$ cat src/rtl/uart_tx_feeder.sv
`default_nettype none
// ============================================================================
// Module   : uart_tx_feeder
// Purpose  : Transmit-side word buffer feeding a UART transmitter. Host words
//            are queued in a small circular FIFO. Each word is issued on
//            DataIn with a one-cycle NewData strobe. The next word is not
//            issued until DoneTx has acknowledged the current one, or the
//            per-frame watchdog has expired.
// Ports    : CLK_Baudin  - baud clock, rising edge
//            Rst         - synchronous active-high reset
//            WrData/WrEn - host enqueue interface
//            Full/Empty/Count - FIFO status (registered)
//            DataIn/NewData   - transmitter word and start strobe
//            DoneTx      - transmitter frame-complete
//            Busy        - a frame is being issued or completed
//            Overflow/TimeoutErr - sticky error flags, cleared only by Rst
//            SentCount   - frames acknowledged by DoneTx (wraps)
// Revision : 1.0 - initial release
// ============================================================================
module uart_tx_feeder #(
    parameter int DATA_WIDTH = 32,
    parameter int DEPTH      = 8,
    parameter int ADDR_W     = 3,
    parameter int TIMEOUT    = 64
) (
    input  logic                  CLK_Baudin,
    input  logic                  Rst,
    input  logic [DATA_WIDTH-1:0] WrData,
    input  logic                  WrEn,
    output logic                  Full,
    output logic                  Empty,
    output logic [ADDR_W:0]       Count,
    output logic [DATA_WIDTH-1:0] DataIn,
    output logic                  NewData,
    input  logic                  DoneTx,
    output logic                  Busy,
    output logic                  Overflow,
    output logic                  TimeoutErr,
    output logic [15:0]           SentCount
);

    localparam logic [1:0] c_ST_IDLE = 2'd0;
    localparam logic [1:0] c_ST_LOAD = 2'd1;
    localparam logic [1:0] c_ST_WAIT = 2'd2;
    localparam logic [1:0] c_ST_GAP  = 2'd3;

    // One extra bit so TIMEOUT-1 always fits, whatever TIMEOUT is.
    localparam int               c_TMR_W     = $clog2(TIMEOUT + 1);
    localparam logic [c_TMR_W-1:0] c_TMR_LAST = c_TMR_W'(TIMEOUT - 1);
    localparam logic [ADDR_W:0]  c_DEPTH_CNT = (ADDR_W + 1)'(DEPTH);

    logic [1:0]            r_state;
    logic [1:0]            w_state_nxt;

    logic [DATA_WIDTH-1:0] r_mem [DEPTH];
    logic [ADDR_W-1:0]     r_wr_ptr;
    logic [ADDR_W-1:0]     r_rd_ptr;
    logic [ADDR_W:0]       r_count;
    logic [ADDR_W:0]       w_count_nxt;
    logic                  r_full;
    logic                  r_empty;

    logic [DATA_WIDTH-1:0] r_data_in;
    logic [c_TMR_W-1:0]    r_timer;
    logic                  r_overflow;
    logic                  r_timeout_err;
    logic [15:0]           r_sent_count;

    logic                  w_push;
    logic                  w_drop;
    logic                  w_pop;
    logic                  w_done;
    logic                  w_expire;

    // Full is the registered flag, so a write in a cycle that also pops
    // is still dropped when the FIFO was full before the edge.
    assign w_push   = WrEn & ~r_full;
    assign w_drop   = WrEn &  r_full;
    assign w_pop    = (r_state == c_ST_IDLE) & ~r_empty;
    // DoneTx takes priority over the watchdog on the same edge.
    assign w_done   = (r_state == c_ST_WAIT) & DoneTx;
    assign w_expire = (r_state == c_ST_WAIT) & ~DoneTx & (r_timer == c_TMR_LAST);

    always_comb begin
        w_count_nxt = r_count;
        case ({w_push, w_pop})
            2'b10:   w_count_nxt = r_count + 1'b1;
            2'b01:   w_count_nxt = r_count - 1'b1;
            default: w_count_nxt = r_count;
        endcase
    end

    // ---------------- State register ----------------
    always_ff @(posedge CLK_Baudin) begin
        if (Rst) begin
            r_state <= c_ST_IDLE;
        end else begin
            r_state <= w_state_nxt;
        end
    end

    // ---------------- Next-state logic ----------------
    always_comb begin
        w_state_nxt = r_state;
        case (r_state)
            c_ST_IDLE: if (!r_empty) w_state_nxt = c_ST_LOAD;
            c_ST_LOAD: w_state_nxt = c_ST_WAIT;
            c_ST_WAIT: if (DoneTx || (r_timer == c_TMR_LAST)) w_state_nxt = c_ST_GAP;
            // Hold here while DoneTx is still high so a level-held
            // acknowledge cannot complete the following frame.
            c_ST_GAP:  if (!DoneTx) w_state_nxt = c_ST_IDLE;
            default:   w_state_nxt = c_ST_IDLE;
        endcase
    end

    // ---------------- Output decode ----------------
    always_comb begin
        NewData = (r_state == c_ST_LOAD);
        Busy    = (r_state != c_ST_IDLE);
    end

    // FIFO storage carries no reset; its contents are don't-care.
    always_ff @(posedge CLK_Baudin) begin
        if (w_push) begin
            r_mem[r_wr_ptr] <= WrData;
        end
    end

    always_ff @(posedge CLK_Baudin) begin
        if (Rst) begin
            r_wr_ptr <= '0;
            r_rd_ptr <= '0;
            r_count  <= '0;
            r_full   <= 1'b0;
            r_empty  <= 1'b1;
        end else begin
            if (w_push) r_wr_ptr <= r_wr_ptr + 1'b1;
            if (w_pop)  r_rd_ptr <= r_rd_ptr + 1'b1;
            r_count <= w_count_nxt;
            r_full  <= (w_count_nxt == c_DEPTH_CNT);
            r_empty <= (w_count_nxt == '0);
        end
    end

    always_ff @(posedge CLK_Baudin) begin
        if (Rst) begin
            r_data_in     <= '0;
            r_timer       <= '0;
            r_overflow    <= 1'b0;
            r_timeout_err <= 1'b0;
            r_sent_count  <= '0;
        end else begin
            // DataIn only changes when a word is popped for issue.
            if (w_pop) r_data_in <= r_mem[r_rd_ptr];

            if (r_state == c_ST_LOAD) begin
                r_timer <= '0;
            end else if (r_state == c_ST_WAIT) begin
                r_timer <= r_timer + c_TMR_W'(1);
            end

            if (w_drop)   r_overflow    <= 1'b1;
            if (w_expire) r_timeout_err <= 1'b1;
            if (w_done)   r_sent_count  <= r_sent_count + 16'd1;
        end
    end

    assign Full       = r_full;
    assign Empty      = r_empty;
    assign Count      = r_count;
    assign DataIn     = r_data_in;
    assign Overflow   = r_overflow;
    assign TimeoutErr = r_timeout_err;
    assign SentCount  = r_sent_count;

endmodule
`default_nettype wire

$ cat config.mk
export PLATFORM = sky130hd
export DESIGN_NAME = uart_tx_feeder
export DESIGN_NICKNAME = d
export VERILOG_FILES = /design/src/rtl/uart_tx_feeder.sv
export SDC_FILE = /design/constraint.sdc
export NUM_CORES = 1
export LEC_CHECK = 0
export ABC_CLOCK_PERIOD_IN_PS = 11200
export CORE_MARGIN = 5
export CORE_UTILIZATION = 65
export CTS_BUF_LIST = sky130_fd_sc_hd__clkbuf_8
export DETAILED_ROUTE_END_ITERATION = 7
export PLACE_DENSITY = 0.86
export SLEW_MARGIN = 20
export SYNTH_ARGS = -nofsm -noshare
export SYNTH_HDL_FRONTEND = slang
export SYNTH_SLANG_ARGS = --single-unit
$ cat constraint.sdc
create_clock -name CLK_Baudin -period 11.2 [get_ports CLK_Baudin]
set_input_delay 2.24 -clock CLK_Baudin [delete_from_list [all_inputs] [get_ports CLK_Baudin]]
set_output_delay 2.24 -clock CLK_Baudin [all_outputs]
set_load 0.01 [all_outputs]
# Yosys cells after proc, flatten, opt, wreduce, memory -nomap -nowiden
# Memories as Yosys holds them, arrays and structs flattened. A register that Yosys moved wholly into a read port is not among the register bits.
# Index checks and enable logic that the tools add are counted.
# W data, S select, Z words.
[classes]
n_addsub = 6
n_mul = 0
div_mod_pow = 0
magnitude_cmp = 0
n_eq_ne = 10
n_shift = 0
mux = 7
bitwise = 9
reduce_logical = 6
[ops]
columns = ["operator", "count"]
rows = [
  ["$add A16 B1 Y16 const B", 1],
  ["$pmux W2 S4", 1],
  ["$pmux W4 S2", 1],
  ["$add A7 B1 Y7 const B", 1],
  ["$eq A7 B6 Y1 const B", 1],
  ["$add A3 B1 Y3 const B", 2],
  ["$and A1 B1 Y1", 6],
  ["$eq A2 B2 Y1 const B", 3],
  ["$mux W2", 3],
  ["$ne A2 B2 Y1 const B", 3],
  ["$add A4 B1 Y4 const B", 1],
  ["$eq A2 B1 Y1 const B", 2],
  ["$eq A4 B4 Y1 const B", 1],
  ["$logic_not A4 Y1", 1],
  ["$sub A4 B1 Y4 const B", 1],
  ["$not A1 Y1", 3],
  ["$reduce_and A3 Y1", 1],
  ["$logic_not A2 Y1", 1],
  ["$mux W1", 2],
  ["$reduce_bool A2 Y1", 1],
  ["$reduce_or A2 Y1", 1],
  ["$logic_or A1 B1 Y1", 1],
]
[totals]
register_bits = 39
latchBits = 0
ramBits = 256
rom_bits = 0
in_bits = 36
word_cells = 49
n_memories = 1
[memory_table]
columns = ["memory", "words", "word_bits", "rd", "rd_clocked_by_memory_dff", "wr", "line_no", "rtl"]
rows = [
  ["r_mem", 8, 32, 1, 1, 1, "55", "logic [DATA_WIDTH-1:0] r_mem [DEPTH];"],
]

# Logic depth before layout (Yosys ltp)
# Gate-level depths: netlist (run 1).
[logic_depth]
word_depth = 5
ltp_mapped = 13
ltp_nobuf = 12

# Worst setup path after synthesis (run 1)
# No wires, ideal clock.
[synth_timing]
path_type = "input to register"
startpoint = "in WrEn"
endpoint = "mem r_mem[0][0], enable pin"
setup_ps = 501
t_arrival_ps = 5636
required_ps = 10699
slack_ps = 5062
path_stages = 4
n_path_buf = 1
path_cell_list = "nor2b_1 > buf_6 > inv_4 > nor4_1"
[synth_between]
elab_chain_len = 3
[synth_rtl]
columns = ["element", "line_no", "rtl"]
rows = [
  ["from (decl)", "29", "input logic WrEn,"],
  ["$and A1 B1 Y1", "77", "assign w_push = WrEn & ~r_full;"],
  ["$mux W1", "124", "if (w_push) begin"],
  ["$mux W1 (implied by the code)", "125", "r_mem[r_wr_ptr] <= WrData;"],
  ["to (decl)", "55", ""],
]
# Every way passes these cells.

# Worst setup path in the final report (run 1)
[layout_timing]
startpoint = "in WrEn"
endpoint = "mem r_mem[4][30], enable pin"
# The elaborated chain is that of the path after synthesis.

==> flow_summary.ini, run 1 <==
[route]
route.detailed.drc = 0
avgViaCountPerCell = 6.08
num_vias = 6621
ant_nets = 0
drt-wirelength-per-cell_um = 22.1
wl_um = 24100
drtPass1Iterations = 4
drt_iter0_drc = 552

[critical_path]
r2r-start = r_state[0]
path_cells = clkdlybuf4s50_1 > nor2b_1 > nand2_1 > nor3_2 > buf_4
rr_worst_depth = 12
critical_path.endpoint_type = flip-flop
reg2reg_to = Full
crit_path_max_incr_delay_ps = 710
critPathKind = primary input to flip-flop
critPathMaxFanout = 23
arrival_ps = 4850
cp_num_buf_inv = 2
start_kind = primary input
cp_slowest_cell = nor3_2
cp_top_family = simple AND/OR/NAND/NOR gates
worstPathRequired_ps = 11420
ff2ff_setup_slack_ps = 8400

[finish]
design_area_um2 = 14700
drive_gt1_frac = 0.199
diodes = 0
area_growth_syn_to_layout_pct = 18.1
layout.nets = 861

[sta]
grt_setup_unrepaired = false
skew_ps = 36.2
worst_slack_ps = 6570
hold_viol = 0
finalSetupTns_ps = 0
slew_headroom = 0.293
fin_crit_ps = 4630
setup_viol = 0
timing.final.max_slew_violations = 0
fin_crit_sh = 0.413
worst-slew-pin-transition_ps = 1060
clock.fmax_ghz = 0.216

[power]
vdd_drop_max_uv = 151
seqPwrFrac = 0.458
cellPowerDensity_nw_per_um2 = 223
swShare = 0.274
p_clk_frac = 0.311
leakagePower_uw = 0.00477
internal-power_uw = 2380
power_switching_uw = 897
pwr-share-comb = 0.231

[placement]
post-place-ws_ps = 6000
port_buffers = 93
place_congestion = 0.724
hpwl_um = 14600
place_area_um2 = 13600

[synth]
synthArstFlopShare = 0
ys_ff_latch = 327
synth_edf_count = 256
yosys.area.top_type_share = 0.617
synth.avg_cell_area_um2 = 18.0
synth.distinct_cells = 42
synth_nets = 739
synthFlopType = edfxtp_1
netlist_instances = 692
synth_area_um2 = 12500
synth_top_area_cell = edfxtp_1
ys_top_cells_by_area = edfxtp_1 62%, mux4_2 12%, dfxtp_1 11%, mux2i_1 2.8%, nor2_1 2.1%
ys_seq_area_frac = 0.731
yosys_warnings = 0

[worst_hold_path]
hold_end = Overflow
hp-start = Overflow
hold_depth = 2
hp-class = flip-flop to flip-flop

[outcome]
outcome = completed

[clocking]
cts_made_buffers = 51
cts_tree = built
post_cts_buffers = 0
clock_path_buffers = 3
path_clk_slew_ps = 60
cts_htree_levels = 2
hold_buffers = 0
clock_latency_ps = 580
cts_sinks = 327
clock-root-buffer = clkbuf_8
post_cts_resized = 0

[floorplanning]
initial_core_util = 0.664
die_x_um = 148
rows = 50
ios = 94
dieArea_um2 = 22000
die_h_um = 148
design.core.area_um2 = 18800

[job]
drv_cap = 0

[global_route]
gr-total-overflow = 0
grt_max_degree = 66
grt_antenna_before_repair = 1
grt_usage = 0.224
grt_pass1_wl_um = 38100
grt_pass1_vias = 6922
-- metrics by stage --
step                      total power, µW  instances  hold slack (ps)  utilization
after floorplan                      2020        692              458            -
after global placement               2240        995              448        0.726
after detailed placement             2290        995              454        0.726
after CTS                            3310       1089              467        0.784
after global routing                 3440       1089              487        0.784
final                                3280       1089              465        0.784
-- layer usage --
layer,part of all wire,track usage
met1,0.40,0.294
met2,0.52,0.382
met3,0.062,0.0494
met4,0.018,0.0665
met5,0.00054,0
-- power groups by stage --
stage	combinational (µW)	clock, µW	sequential [µW]
6_report	756	1020	1500
5_1_grt	825	1100	1520
4_1_cts	769	1040	1500
3_5_place_dp	762	0	1530
3_3_place_gp	729	0	1510
2_1_floorplan	497	0	1530
-- cells by family after synthesis --
group	synth area share
AOI/OAI and AO/OA	0.0296
xor gates and xnor gates	0.0183
adders and majority gates	0.0110
buffers and inverters	0.0189
DFF	0.731
muxes	0.144
and+or+nand+nor	0.0472
-- tightest hold or removal path, stage by stage, from the launching register on --
cell	delay, ps
dfxtp_1	320
a21oi_1	40
nor2_1	70
-- sequential cells by signal, summed over array words and instances, names as in the netlist, 2 cells and up --
signal,count
r_mem,256
Count,4
DataIn,32
r_wr_ptr,3
SentCount,16
r_timer,7
r_state,2
r_rd_ptr,3
-- cells in the mapped netlist (2+ instances only) --
cell / count
nor3_1: 8
nand2_1: 20
or3_1: 3
nand3_1: 7
nand2b_1: 3
mux4_2: 64
edfxtp_1: 256
nor2_1: 70
dfxtp_1: 71
buf_1: 2
nand4_1: 7
mux2i_1: 35
a211oi_1: 32
a21oi_1: 9
xnor2_1: 13
buf_2: 11
ha_1: 11
inv_1: 6
o21ai_0: 6
buf_6: 6
and3_1: 3
nor4_1: 2
clkbuf_1: 16
xor2_1: 13
-- cell type report --
| type | count | area [µm²] |
|---|---|---|
| Inverter | 8 | 32.5 |
| Multi-Input combinational cell | 320 | 3160 |
| Clock inverter | 29 | 186 |
| Timing Repair Buffer | 106 | 1030 |
| Tap cell | 234 | 293 |
| Fill cell | 954 | 4050 |
| Sequential cell | 327 | 9120 |
| Clock buffer | 65 | 895 |
-- layout by cell type, fill, tap and decap left out, types with 2 or more instances in the layout --
| master | Yosys | final |
|---|---|---|
| or3_1 | 3 | 3 |
| nand4_1 | 7 | 7 |
| bufinv_16 | 0 | 2 |
| nor2_4 | 0 | 3 |
| nand2_1 | 20 | 20 |
| mux4_2 | 64 | 64 |
| nand3_1 | 7 | 7 |
| xor2_1 | 13 | 13 |
| mux2i_1 | 35 | 35 |
| nand2b_1 | 3 | 3 |
| clkinv_1 | 0 | 2 |
| a211oi_1 | 32 | 32 |
| clkbuf_8 | 0 | 65 |
| nor3_1 | 8 | 4 |
| o21ai_0 | 6 | 6 |
| dfxtp_1 | 71 | 68 |
| buf_4 | 1 | 12 |
| ha_1 | 11 | 11 |
| inv_1 | 6 | 23 |
| and3_1 | 3 | 3 |
| xnor2_1 | 13 | 13 |
| edfxtp_1 | 256 | 256 |
| a21oi_1 | 9 | 9 |
| clkinv_2 | 0 | 5 |
| clkdlybuf4s50_1 | 0 | 92 |
| dfxtp_4 | 0 | 2 |
| inv_8 | 0 | 2 |
| nor2_1 | 70 | 67 |
| nor3_2 | 0 | 4 |
| nor4_2 | 1 | 2 |
-- worst max path at each step --
| stage | start | end | slack (ps) | cells after the start |
|---|---|---|---|---|
| finish | WrEn | r_mem[4][30] | 6570 | 5 |
| global route | WrEn | r_mem[4][11] | 6430 | 5 |
| CTS | WrEn | r_mem[4][11] | 6580 | 5 |
| detailed placement | WrEn | r_mem[4][24] | 6000 | 5 |
| global placement | WrEn | r_mem[4][23] | 6100 | 5 |
| floorplan | WrEn | r_mem[0][0] | 5060 | 4 |
Note: power is estimated with default switching activity, not from simulation.
==> run 2, diff against run 1 <==
- ABC_CLOCK_PERIOD_IN_PS: 11200 -> 4400
- CORE_UTILIZATION: 65 -> 60
- PLACE_DENSITY: 0.86 -> 0.81
- clock period: 11.2 -> 4.4 ns (I/O delays scaled with it)
==> run 2 against run 1 <==
  * Hold slack better by 30 ps
  * Final cell count is 3.4% higher
  * Wire length is 0.27% lower
  * Largest power group unchanged
  * Core utilization is 6.6 points lower
  * Critical endpoint is now r_mem[5][29]
  * Clock power is 130% higher
==> flow_summary.ini, run 2 (same netlist as run 1, synthesis figures left out) <==
[clocking]
clock_path_buffers = 3
post_cts_buffers = 0
clock-root-buffer = clkbuf_8
cts_sinks = 327
cts_made_buffers = 50
hold_buffers = 0
post_cts_resized = 0
path_clk_slew_ps = 60
cts_htree_levels = 2
cts_tree = built
clock_latency_ps = 590

[placement]
post-place-ws_ps = 748
hpwl_um = 14200
place_congestion = 0.788
port_buffers = 93

[power]
vdd_drop_max_uv = 318
cellPowerDensity_nw_per_um2 = 551
leakagePower_uw = 0.00468

[sta]
hold_viol = 0
setup_viol = 0
worst-slew-pin-transition_ps = 880
grt_setup_unrepaired = false
clock.fmax_ghz = 0.328
fin_crit_ps = 3050
slew_headroom = 0.413
fin_hold_ws_ps = 496
fin_crit_sh = 0.693
finalSetupTns_ps = 0
skew_ps = 28.1
worst_slack_ps = 1350
timing.final.max_slew_violations = 0

[global_route]
grt_pass1_vias = 7008
grt_usage = 0.206
gr-total-overflow = 0
grt_antenna_before_repair = 0
grt_pass1_wl_um = 38300
grt_max_degree = 44

[finish]
n_fill_cell = 1213
layout_commonest_cell = edfxtp_1
drive_gt1_frac = 0.185
post-route-util = 0.718
diodes = 0
final_cell_mix = 256 x edfxtp_1, 92 x clkdlybuf4s50_1, 68 x dfxtp_1
area_growth_syn_to_layout_pct = 17.4
multi_input_comb_area_um2 = 3170
largest_reg_flops = 256
regMostFlops = r_mem
seq_area_um2 = 9120
layout.nets = 861

[route]
drt_iter0_drc = 400
avgViaCountPerCell = 5.82
wl_met1_um = 9800
met2_length_um = 12600
top_layer = met4
wl_um = 24000
drtPass1Iterations = 4
num_vias = 6556
drt-wirelength-per-cell_um = 21.3
route.detailed.drc = 0
wl_met3_um = 1260
ant_nets = 0

[floorplanning]
ios = 94
initial_core_util = 0.612
die_x_um = 154
rows = 52
dieArea_um2 = 23700
die_h_um = 154
design.core.area_um2 = 20400

[job]
drv_cap = 0

[critical_path]
critPathMaxFanout = 19
critPathKind = primary input to flip-flop
worstPathRequired_ps = 4660
critical_path.endpoint_type = flip-flop
start_kind = primary input
rr_worst_depth = 12
arrival_ps = 3310

[worst_hold_path]
hp-class = flip-flop to flip-flop
hold_depth = 2

[outcome]
outcome = completed
[run 2: power breakdown]
part | switching, µW | total, µW | internal [µW]
combinational | 862 | 1850 | 984
sequential | 275 | 3900 | 3630
clock | 1120 | 2300 | 1180
[run 2: metrics by stage]
stage	cell area [µm²]	total power (µW)	cells
floorplan	12500	5150	692
global placement	13700	5740	1032
detailed placement	13700	5840	1032
CTS	14600	8130	1126
global route	14600	8460	1126
finish	14600	8050	1126
[run 2: final timing paths]
kind	from	end	slack (ps)
max	WrEn	r_mem[5][29]	1350
min	DataIn[27]	DataIn[27]	500
max reg2reg	r_state[0]	Full	1560
min reg2reg	DataIn[27]	DataIn[27]	500
[run 2: final cells by class]
class,instances,area share
Sequential cell,327,0.624
Timing Repair Buffer,107,0.0705
Clock buffer,53,0.0499
Inverter,8,0.00222
Clock inverter,41,0.0138
Tap cell,270,0.0231
Multi-Input combinational cell,320,0.217
[run 2: critical path: stages]
cell             delay [ps]
clkdlybuf4s50_1         490
nor2b_1                 570
nand2_1                 380
nor2_4                  610
buf_4                   360
[run 2: layer usage]
metal | track usage | up-vias
met5 | 0 | -
met4 | 0.0580 | 0
met3 | 0.0391 | 34
met2 | 0.358 | 200
met1 | 0.268 | 3352
li1 | - | 2970
